**src/rtl/dmem_arbiter.sv**
```systemverilog
// rtl/dmem_arbiter.sv - two-port round-robin data-memory arbiter with bounded burst
// Registered per-port read data, completion pulse and error flag.
module dmem_arbiter #(
    parameter int ADDR_LIMIT = 400,
    parameter int MAX_BURST  = 4,
    parameter int CNT_W      = 4
) (
    input  logic        clk,
    input  logic        reset,

    input  logic        p0_req,
    input  logic        p0_we,
    input  logic [31:0] p0_addr,
    input  logic [31:0] p0_wdata,
    output logic        p0_ack,
    output logic [31:0] p0_rdata,
    output logic        p0_rvalid,
    output logic        p0_err,

    input  logic        p1_req,
    input  logic        p1_we,
    input  logic [31:0] p1_addr,
    input  logic [31:0] p1_wdata,
    output logic        p1_ack,
    output logic [31:0] p1_rdata,
    output logic        p1_rvalid,
    output logic        p1_err,

    output logic [31:0] mem_addr,
    output logic [31:0] mem_wdata,
    output logic        mem_read,
    output logic        mem_write,
    input  logic [31:0] mem_rdata
);

    localparam logic [CNT_W-1:0] MAX_CNT = CNT_W'(MAX_BURST);
    localparam logic [31:0]      LIMIT   = 32'(ADDR_LIMIT);

    logic             last_q, last_d;
    logic [CNT_W-1:0] cnt_q, cnt_d;

    logic [31:0] p0_rdata_q, p0_rdata_d;
    logic        p0_rvalid_q, p0_rvalid_d;
    logic        p0_err_q, p0_err_d;
    logic [31:0] p1_rdata_q, p1_rdata_d;
    logic        p1_rvalid_q, p1_rvalid_d;
    logic        p1_err_q, p1_err_d;

    logic        gnt_valid;
    logic        gnt_port;
    logic        sel_we;
    logic [31:0] sel_addr;
    logic [31:0] sel_wdata;
    logic        err_now;

    // The burst counter only matters under contention; a lone requester always wins.
    always_comb begin
        gnt_valid = (p0_req | p1_req) & ~reset;
        gnt_port  = 1'b0;
        if (p0_req && p1_req) begin
            gnt_port = (cnt_q >= MAX_CNT) ? ~last_q : last_q;
        end else if (p1_req) begin
            gnt_port = 1'b1;
        end
    end

    always_comb begin
        sel_addr  = p0_addr;
        sel_wdata = p0_wdata;
        sel_we    = p0_we;
        if (gnt_valid && gnt_port) begin
            sel_addr  = p1_addr;
            sel_wdata = p1_wdata;
            sel_we    = p1_we;
        end
        err_now = (sel_addr >= LIMIT) || (sel_addr[1:0] != 2'b00);
    end

    // Erroneous accesses are still acked but never reach the memory.
    assign p0_ack    = gnt_valid & ~gnt_port;
    assign p1_ack    = gnt_valid & gnt_port;
    assign mem_addr  = sel_addr;
    assign mem_wdata = sel_wdata;
    assign mem_read  = gnt_valid & ~sel_we & ~err_now;
    assign mem_write = gnt_valid & sel_we & ~err_now;

    always_comb begin
        last_d = last_q;
        cnt_d  = cnt_q;
        if (!gnt_valid) begin
            cnt_d = '0;
        end else if (gnt_port == last_q) begin
            cnt_d = (cnt_q >= MAX_CNT) ? MAX_CNT : cnt_q + CNT_W'(1);
        end else begin
            last_d = gnt_port;
            cnt_d  = CNT_W'(1);
        end
    end

    always_comb begin
        p0_rdata_d  = p0_rdata_q;
        p0_rvalid_d = p0_ack;
        p0_err_d    = p0_ack & err_now;
        if (p0_ack && !sel_we) begin
            p0_rdata_d = err_now ? 32'h0 : mem_rdata;
        end
        p1_rdata_d  = p1_rdata_q;
        p1_rvalid_d = p1_ack;
        p1_err_d    = p1_ack & err_now;
        if (p1_ack && !sel_we) begin
            p1_rdata_d = err_now ? 32'h0 : mem_rdata;
        end
    end

    always_ff @(posedge clk or posedge reset) begin
        if (reset) begin
            last_q      <= 1'b0;
            cnt_q       <= '0;
            p0_rdata_q  <= '0;
            p0_rvalid_q <= 1'b0;
            p0_err_q    <= 1'b0;
            p1_rdata_q  <= '0;
            p1_rvalid_q <= 1'b0;
            p1_err_q    <= 1'b0;
        end else begin
            last_q      <= last_d;
            cnt_q       <= cnt_d;
            p0_rdata_q  <= p0_rdata_d;
            p0_rvalid_q <= p0_rvalid_d;
            p0_err_q    <= p0_err_d;
            p1_rdata_q  <= p1_rdata_d;
            p1_rvalid_q <= p1_rvalid_d;
            p1_err_q    <= p1_err_d;
        end
    end

    assign p0_rdata  = p0_rdata_q;
    assign p0_rvalid = p0_rvalid_q;
    assign p0_err    = p0_err_q;
    assign p1_rdata  = p1_rdata_q;
    assign p1_rvalid = p1_rvalid_q;
    assign p1_err    = p1_err_q;

endmodule
```
**config.mk**
```make
export PLATFORM = sky130hd
export DESIGN_NAME = dmem_arbiter
export DESIGN_NICKNAME = d
export VERILOG_FILES = /design/src/rtl/dmem_arbiter.sv
export SDC_FILE = /design/constraint.sdc
export NUM_CORES = 1
export LEC_CHECK = 0
export ABC_AREA = 0
export BUFFER_PORTS_ARGS = -buffer_cell sky130_fd_sc_hd__buf_2
export CAP_MARGIN = 20
export CORE_AREA = 2 2 116 118
export CTS_CLUSTER_SIZE = 30
export DETAILED_ROUTE_END_ITERATION = 7
export DIE_AREA = 0 0 118 120
export GPL_TIMING_DRIVEN = 0
export SLEW_MARGIN = 20
export SYNTH_ARGS = -nofsm -noshare
export SYNTH_HDL_FRONTEND = slang
export SYNTH_SLANG_ARGS = --single-unit
```
**constraint.sdc**
```tcl
create_clock -name clk -period 7.77 [get_ports clk]
set_input_delay 1.1655 -clock clk [delete_from_list [all_inputs] [get_ports clk]]
set_output_delay 1.1655 -clock clk [all_outputs]
set_load 0.02 [all_outputs]
```
Yosys cells after proc, flatten, opt, wreduce, memory -nomap -nowiden:

Index checks and enable logic that the tools add are counted.

* bits in registers: 73
* input bits: 166
* output and inout bits: 136

* add/subtract/negate cells: 1
* $lt $le $gt $ge: 2
* equal/unequal tests: 1
* muxes and demuxes: 10
* bitwise operators: 16
* reductions and logical operators: 8

Operator list (count)
* 32-bit two-way mux: 3
* 32-bit by 9-bit greater-or-equal comparator with 1-bit output (second input constant): 1
* 4-bit two-way mux: 3
* 1-bit bitwise AND: 9
* 1-bit NOT: 6
* 4-bit by 1-bit adder with 4-bit output (second input constant): 1
* 4-bit by 3-bit greater-or-equal comparator with 1-bit output (second input constant): 1
* 1-bit logical AND: 4
* 1-bit two-way mux: 4
* 2-bit AND reduction: 1
* 2-bit nonzero test: 1
* 1-bit == test: 1
* 1-bit zero test: 1
* 1-bit logical OR: 1
* 1-bit bitwise OR: 1

Longest topological paths before layout:

Gate-level depths: netlist (run 1).

* word-level depth: 9
* mapped depth: 9

Worst setup path after synthesis (run 1):

Ideal clock, no wire load.

* kind: input-to-output
* from: input reset
* to: output mem_read
* arrival time: 4.190 ns
* data required time: 6.605 ns
* path slack: 2.414 ns
* stages: 6
* path buffers: 1
* path through: inv_1 o2111ai_2 inv_2 a21oi_2 buf_2 nor3b_1

* cells in the longest elaborated chain, start to end: 8
* elaborated cells between the ends (all ways): 12
* those cells by class: order compare (1); mux (2); bitwise (6); reduce/logical (3)

Ends and longest elaborated chain
* start: declaration: RTL line 9 `input logic reset,`
* 1-bit NOT (*): RTL line 58 `gnt_valid = (p0_req | p1_req) & ~reset;`
* 1-bit bitwise AND (*): RTL line 58
* 1-bit logical AND: RTL line 71 `if (gnt_valid && gnt_port) begin`
* 32-bit two-way mux: RTL line 71
* 32-bit by 9-bit greater-or-equal comparator with 1-bit output / 2-bit nonzero test (equally long branches): RTL line 76 `err_now = (sel_addr >= LIMIT) || (sel_addr[1:0] != 2'b00);`
* 1-bit logical OR: RTL line 76
* 1-bit NOT: RTL line 84 `assign mem_read = gnt_valid & ~sel_we & ~err_now;`
* 1-bit bitwise AND (*): RTL line 84
* end: declaration: RTL line 31 `output logic mem_read,`

Mark *: on every way between the ends. The rest lies on a longest branch, timed or not.

Worst setup path in the final report (run 1):

* from: input p1_addr[24]
* to: output mem_read

* cells in the longest elaborated chain, start to end: 5

Ends and longest elaborated chain
* start: declaration: RTL line 22 `input logic [31:0] p1_addr,`
* 32-bit two-way mux: RTL line 71
* 32-bit by 9-bit greater-or-equal comparator with 1-bit output: RTL line 76
* 1-bit logical OR: RTL line 76
* 1-bit NOT: RTL line 84
* 1-bit bitwise AND: RTL line 84

No other way between the ends.

==> results of run 1 <==
==> cells by family after synthesis <==
logic type               Yosys count  synth area share [%]
flip-flops                        73                  48.3
AND/OR/NAND/NOR                  194                  21.7
AO/OA/AOI/OAI                     78                  14.7
multiplexers                      35                  10.4
adder cells (fa/ha/maj)            1                 0.331
buffers and inverters             31                  4.50
other                              1                0.0991
==> area by class of cell <==
type / count / area, sq um
Tap cell: 176 / 220
Buffer: 28 / 159
Clock buffer: 12 / 256
Multi-Input combinational cell: 309 / 1790
Sequential cell: 73 / 1830
Antenna cell: 2 / 5.00
Clock inverter: 4 / 51.3
Timing Repair Buffer: 302 / 1530
Fill cell: 1352 / 7130
Inverter: 3 / 13.8
==> cells in the final DEF (no fill, tap or decap), types with 2 or more instances in the layout <==
master and instances:
a21oi_1 2, a22o_1 32, buf_1 3, buf_2 313, buf_4 2, buf_6 4
clkbuf_1 7, clkbuf_16 9, clkbuf_8 2, dfrtp_1 73, diode_2 2, mux2_2 34
nand2_1 157, nand2b_1 4, nand3_1 3, nand4_1 2, nor2_1 6, nor3_1 4
nor4_1 10, o211ai_1 2, o21ai_0 4, o21ai_1 30, o311a_1 2
==> power by group <==
| part | switching (mW) | leakage, nW | internal (mW) |
|---|---|---|---|
| combinational | 0.127 | 2.10 | 0.0862 |
| sequential | 0.00159 | 1.01 | 0.384 |
| clock | 0.154 | 0.149 | 0.266 |
| total | 0.283 | 3.26 | 0.736 |
==> path summary, 6_finish.rpt <==
check	from	end	slack [ns]	cells after the start
min	p0_rdata[17]	p0_rdata[17]	0.48	2
max reg2reg	cnt_q[2]	p0_rdata[9]	5.44	6
max	p1_addr[24]	mem_read	3.39	8
min reg2reg	p0_rdata[17]	p0_rdata[17]	0.48	2
max in group asynchronous	reset	p0_rdata[12]	6.36	3
min in group asynchronous	reset	cnt_q[2]	0.87	2
==> state kept, by name, summed over array words and instances (netlist names) <==
register and count:
p0_rdata 32, p1_err 1, p0_err 1, p1_rvalid 1, last_q 1, p1_rdata 32
cnt_q 4, p0_rvalid 1
==> routing by layer <==
layer  vias to the layer above  part of all wire (%)  GRT usage, %
li1                       2054                     -             -
met1                      1979                    39          23.0
met2                       180                    51          37.3
met3                        28                   8.3          6.65
met4                         0                   2.4          8.81
met5                         -                     0             0
==> per-stage QoR <==
step / hold slack [ns] / area (sq um)
after floorplan: 0.555 / 3780
after global placement: 0.461 / 5510
after detailed placement: 0.470 / 5540
after CTS: 0.485 / 5850
after global routing: 0.507 / 5850
final: 0.479 / 5850
==> worst max-delay path, stage by stage <==
cell     delay [ns]
buf_2          0.11
nor4_1         0.33
nand4_1        0.28
nor3_1         0.38
a21oi_2        0.20
buf_2          0.23
nor3b_1        0.31
buf_2          0.23
==> results.cfg, run 1 <==
[clock_network]
clk_pin_slew_worst_paths_ns = 0.06
cts_root_buffer = clkbuf_16
clock_path_buffers = 2
cts-resized-gates = 0
cts_buffers = 9
clock_sinks = 73
post-cts-setup-buffers = 0
holdBufCountCts = 0
insertion_delay_ns = 0.33
tritoncts = yes
h-tree-depth = 3

[sta]
tightest_slew_ns = 0.591
period_share_pct = 56.3
maxSlewHeadroom_pct = 60.6
max_clock_freq_mhz = 228
min_period_ns = 4.38
slew_viol_final = 0
hold_viol = 0
finalSetupViolations = 0
grt_setup_unrepaired = false
setup_ws_ns = 3.39
fin_tns_setup_ns = 0
finClkSkew_ns = 0.00402

[yosys]
synth.top_cell.area_share_pct = 48.3
syn_area_sq_mm = 0.00378
post-synth-top-count-cell = nand2_1
synthTopCellsByArea = dfrtp_1, nand2_1, mux2_2
synth_edf_count = 0
ys_ff_latch = 73
syn_area_per_cell_sq_um = 9.16
synth_cells = 413
synth_warnings = 0
synth.distinct_cells = 40
synth_ff_type = dfrtp_1
synth_top_cell_by_area = dfrtp_1
async_flop_share_pct = 100
synth_seq_area_share_pct = 48.3
synth_commonest_cells = nand2_1, dfrtp_1, mux2_2
synth_fp_nets = 580

[route]
drt-initial-drc-count = 145
via_per_inst = 4.67
vias = 4241
wl_per_cell_um = 16.6
final_antenna_net_count = 0
drc = 0
wl_um = 15100
dr.pass1.iters = 4

[power_and_ir_drop]
total_power_mw = 1.02
peakVddDrop_v = 0.0000840
powerDensity_mw_per_mm2 = 174
cellLeakagePower_nw = 3.26

[grt]
grt_max_degree = 46
antenna_found_initial = 2
grt_use_total_pct = 20.9
grt_pass1_wl_um = 23100
grt_pass1_vias = 4355
overflow = 0

[placed_design]
place_hpwl_um = 12800
dp_worst_setup_slack_ns = 3.37
io_buffers = 301
dp_cells = 891
gp_congestion = 0.915

[die]
die_h_um = 120
rows = 42
initial_core_util_pct = 29.2
pin_count = 302
coreArea_sq_mm = 0.0130
die_w_um = 118
dieArea_sq_mm = 0.0142

[setup_path]
cp.arrival_ns = 3.21
critPathMaxFanout = 10
path_class = input port to primary output
required_ns = 6.60
start_kind = input port
cp-end-kind = primary output

[cells_and_area]
finalNetCount = 893
utilization_pct = 45.1
instances_no_fill = 909
area_growth_pct = 54.7
drive_above_1_share_pct = 51.7

[flow_run]
max_cap_violations = 0

[min_path]
hold_class = flop to flop

[status]
status = complete, no violations
Power figures use the tool's default switching activity.
==> run 2: changes to the inputs <==
clock period = 4.2 ns   (was 7.77 ns; I/O delays follow)
==> run 2 against run 1 <==
Effect of this change: wire length is 1.5% higher; die area is the same; combinational power increased by 87%; non-clock buffer count rose by 1; critical path depth grew 2; power increased by 86%; clock skew grew 0.0014 ns; global-route usage is 0.39 points higher; utilization is 0.087 points higher; largest power group unchanged.
==> results.cfg, run 2 (synthesis gave the netlist of run 1 again) <==
[route]
wl_per_cell_um = 16.9
vias = 4272
final_antenna_net_count = 0
dr.pass1.iters = 4
drc = 0
via_per_inst = 4.70
wl_um = 15400
drt-initial-drc-count = 168

[die]
die_h_um = 120
pin_count = 302
dieArea_sq_mm = 0.0142
die_w_um = 118
rows = 42
initial_core_util_pct = 29.2
coreArea_sq_mm = 0.0130

[setup_path]
r2r_cells = 6
path_cells = buf_2, clkinvlp_4, buf_12, o2111ai_2, inv_2, nor4_2, a21oi_2, buf_2, nor3_1, buf_2
r2r_end = p0_rdata[6]
regToRegSetupSlack_ns = 1.81
cp.arrival_ns = 2.84
slowest_delay_ns = 0.31
required_ns = 3.57
r2r-start = cnt_q[2]
path_class = input port to primary output
cp-end-kind = primary output
critPathMaxFanout = 31
path_common_cell = buf_2
start_kind = input port
crit_slowest_cell = clkinvlp_4

[sta]
finalSetupViolations = 0
setup_ws_ns = 0.729
max_clock_freq_mhz = 288
slew_viol_final = 0
maxSlewHeadroom_pct = 63.8
min_period_ns = 3.47
hold_viol = 0
grt_setup_unrepaired = false
period_share_pct = 82.6
tightest_slew_ns = 0.543
finClkSkew_ns = 0.00547

[status]
status = complete, no violations

[cells_and_area]
drive_above_1_share_pct = 51.8
finalNetCount = 894
final_cell_mix = buf_2, nand2_1, dfrtp_1
area_growth_pct = 55.0
mostFrequentLayoutCell = buf_2
instances_no_fill = 909

[grt]
met2_usage_pct = 36.4
grt_use_total_pct = 21.3
antenna_found_initial = 1
grt_pass1_wl_um = 23500
grt_max_degree = 35
use_met1_pct = 24.8
grt_pass1_vias = 4414
busiest_layer = met2
grtUsageMet3_pct = 6.70
overflow = 0

[clock_network]
clock_path_buffers = 2
cts_root_buffer = clkbuf_16
insertion_delay_ns = 0.33
cts-resized-gates = 0
clk_pin_slew_worst_paths_ns = 0.06
cts_buffers = 9
tritoncts = yes
holdBufCountCts = 0
h-tree-depth = 3
post-cts-setup-buffers = 0
clock_sinks = 73

[placed_design]
gp_congestion = 0.945
place_hpwl_um = 12800
dp_cells = 892
dp_worst_setup_slack_ns = 0.647
io_buffers = 301

[power_and_ir_drop]
powerDensity_mw_per_mm2 = 323
p_sw_share_pct = 28.0
p_switching_mw = 0.530
power_frac_clock_pct = 41.2
p_comb_share_pct = 21.2
cellLeakagePower_nw = 3.26
power_frac_seq_pct = 37.7
peakVddDrop_v = 0.000183
power.internal_mw = 1.36

[min_path]
hold_class = input port to async pin

[flow_run]
max_cap_violations = 0
run 2: cell count changes in the layout (fill, tap and decap cells not counted), sizes merged:
| cell | before | now |
|---|---|---|
| inv | 3 | 2 |
| buf | 323 | 324 |
| diode | 2 | 1 |
| clkinvlp | 1 | 2 |
run 2: metrics by stage:
stage	hold WS (ns)	area [sq um]	setup TNS [ns]	utilization [%]	total power [mW]
after floorplan	0.555	3790	0	-	0.935
after global placement	0.466	5520	-9.54	42.5	1.12
after detailed placement	0.471	5560	0	42.8	1.13
after CTS	0.293	5860	0	45.2	1.92
after global routing	0.308	5870	0	45.2	1.98
final	0.296	5870	0	45.2	1.89
run 2: area by class of cell:
type	count	area, sq um
diodes	1	2.50
plain buffers	28	159
clock buffers	12	256
clock inverters	4	51.3
fillers	1348	7110
inverters	3	15.0
multi-input cells	309	1790
flip-flops and latches	73	1830
well taps	176	220
repair buffers	303	1550
run 2: worst max-delay path by stage:
stage / startpoint / endpoint / slack, ns / depth (start not counted)
floorplan: reset / mem_read / 0.48 / 7
global placement: reset / mem_write / -0.54 / 9
detailed placement: reset / mem_write / 0.65 / 10
CTS: reset / mem_write / 0.63 / 10
global route: reset / mem_write / 0.50 / 10
finish: reset / mem_write / 0.73 / 10
run 2: power groups by stage:
stage	Combinational (mW)	Clock, mW	Sequential, mW
after floorplan	0.207	0	0.728
after global placement	0.395	0	0.725
after detailed placement	0.402	0	0.725
after CTS	0.404	0.799	0.713
after global routing	0.435	0.831	0.713
final	0.400	0.779	0.713
run 2: layer usage:
metal,routed length [um],vias to the layer above
met4,439,0
met3,1200,30
met1,6180,2001
met2,7540,186
li1,-,2055
met5,0,-
run 2: worst max-delay path: cells and delay by family:
kind	cells	cell delay (ns)
compound gates	2	0.31
simple gates	2	0.52
buf+inv	6	1.35
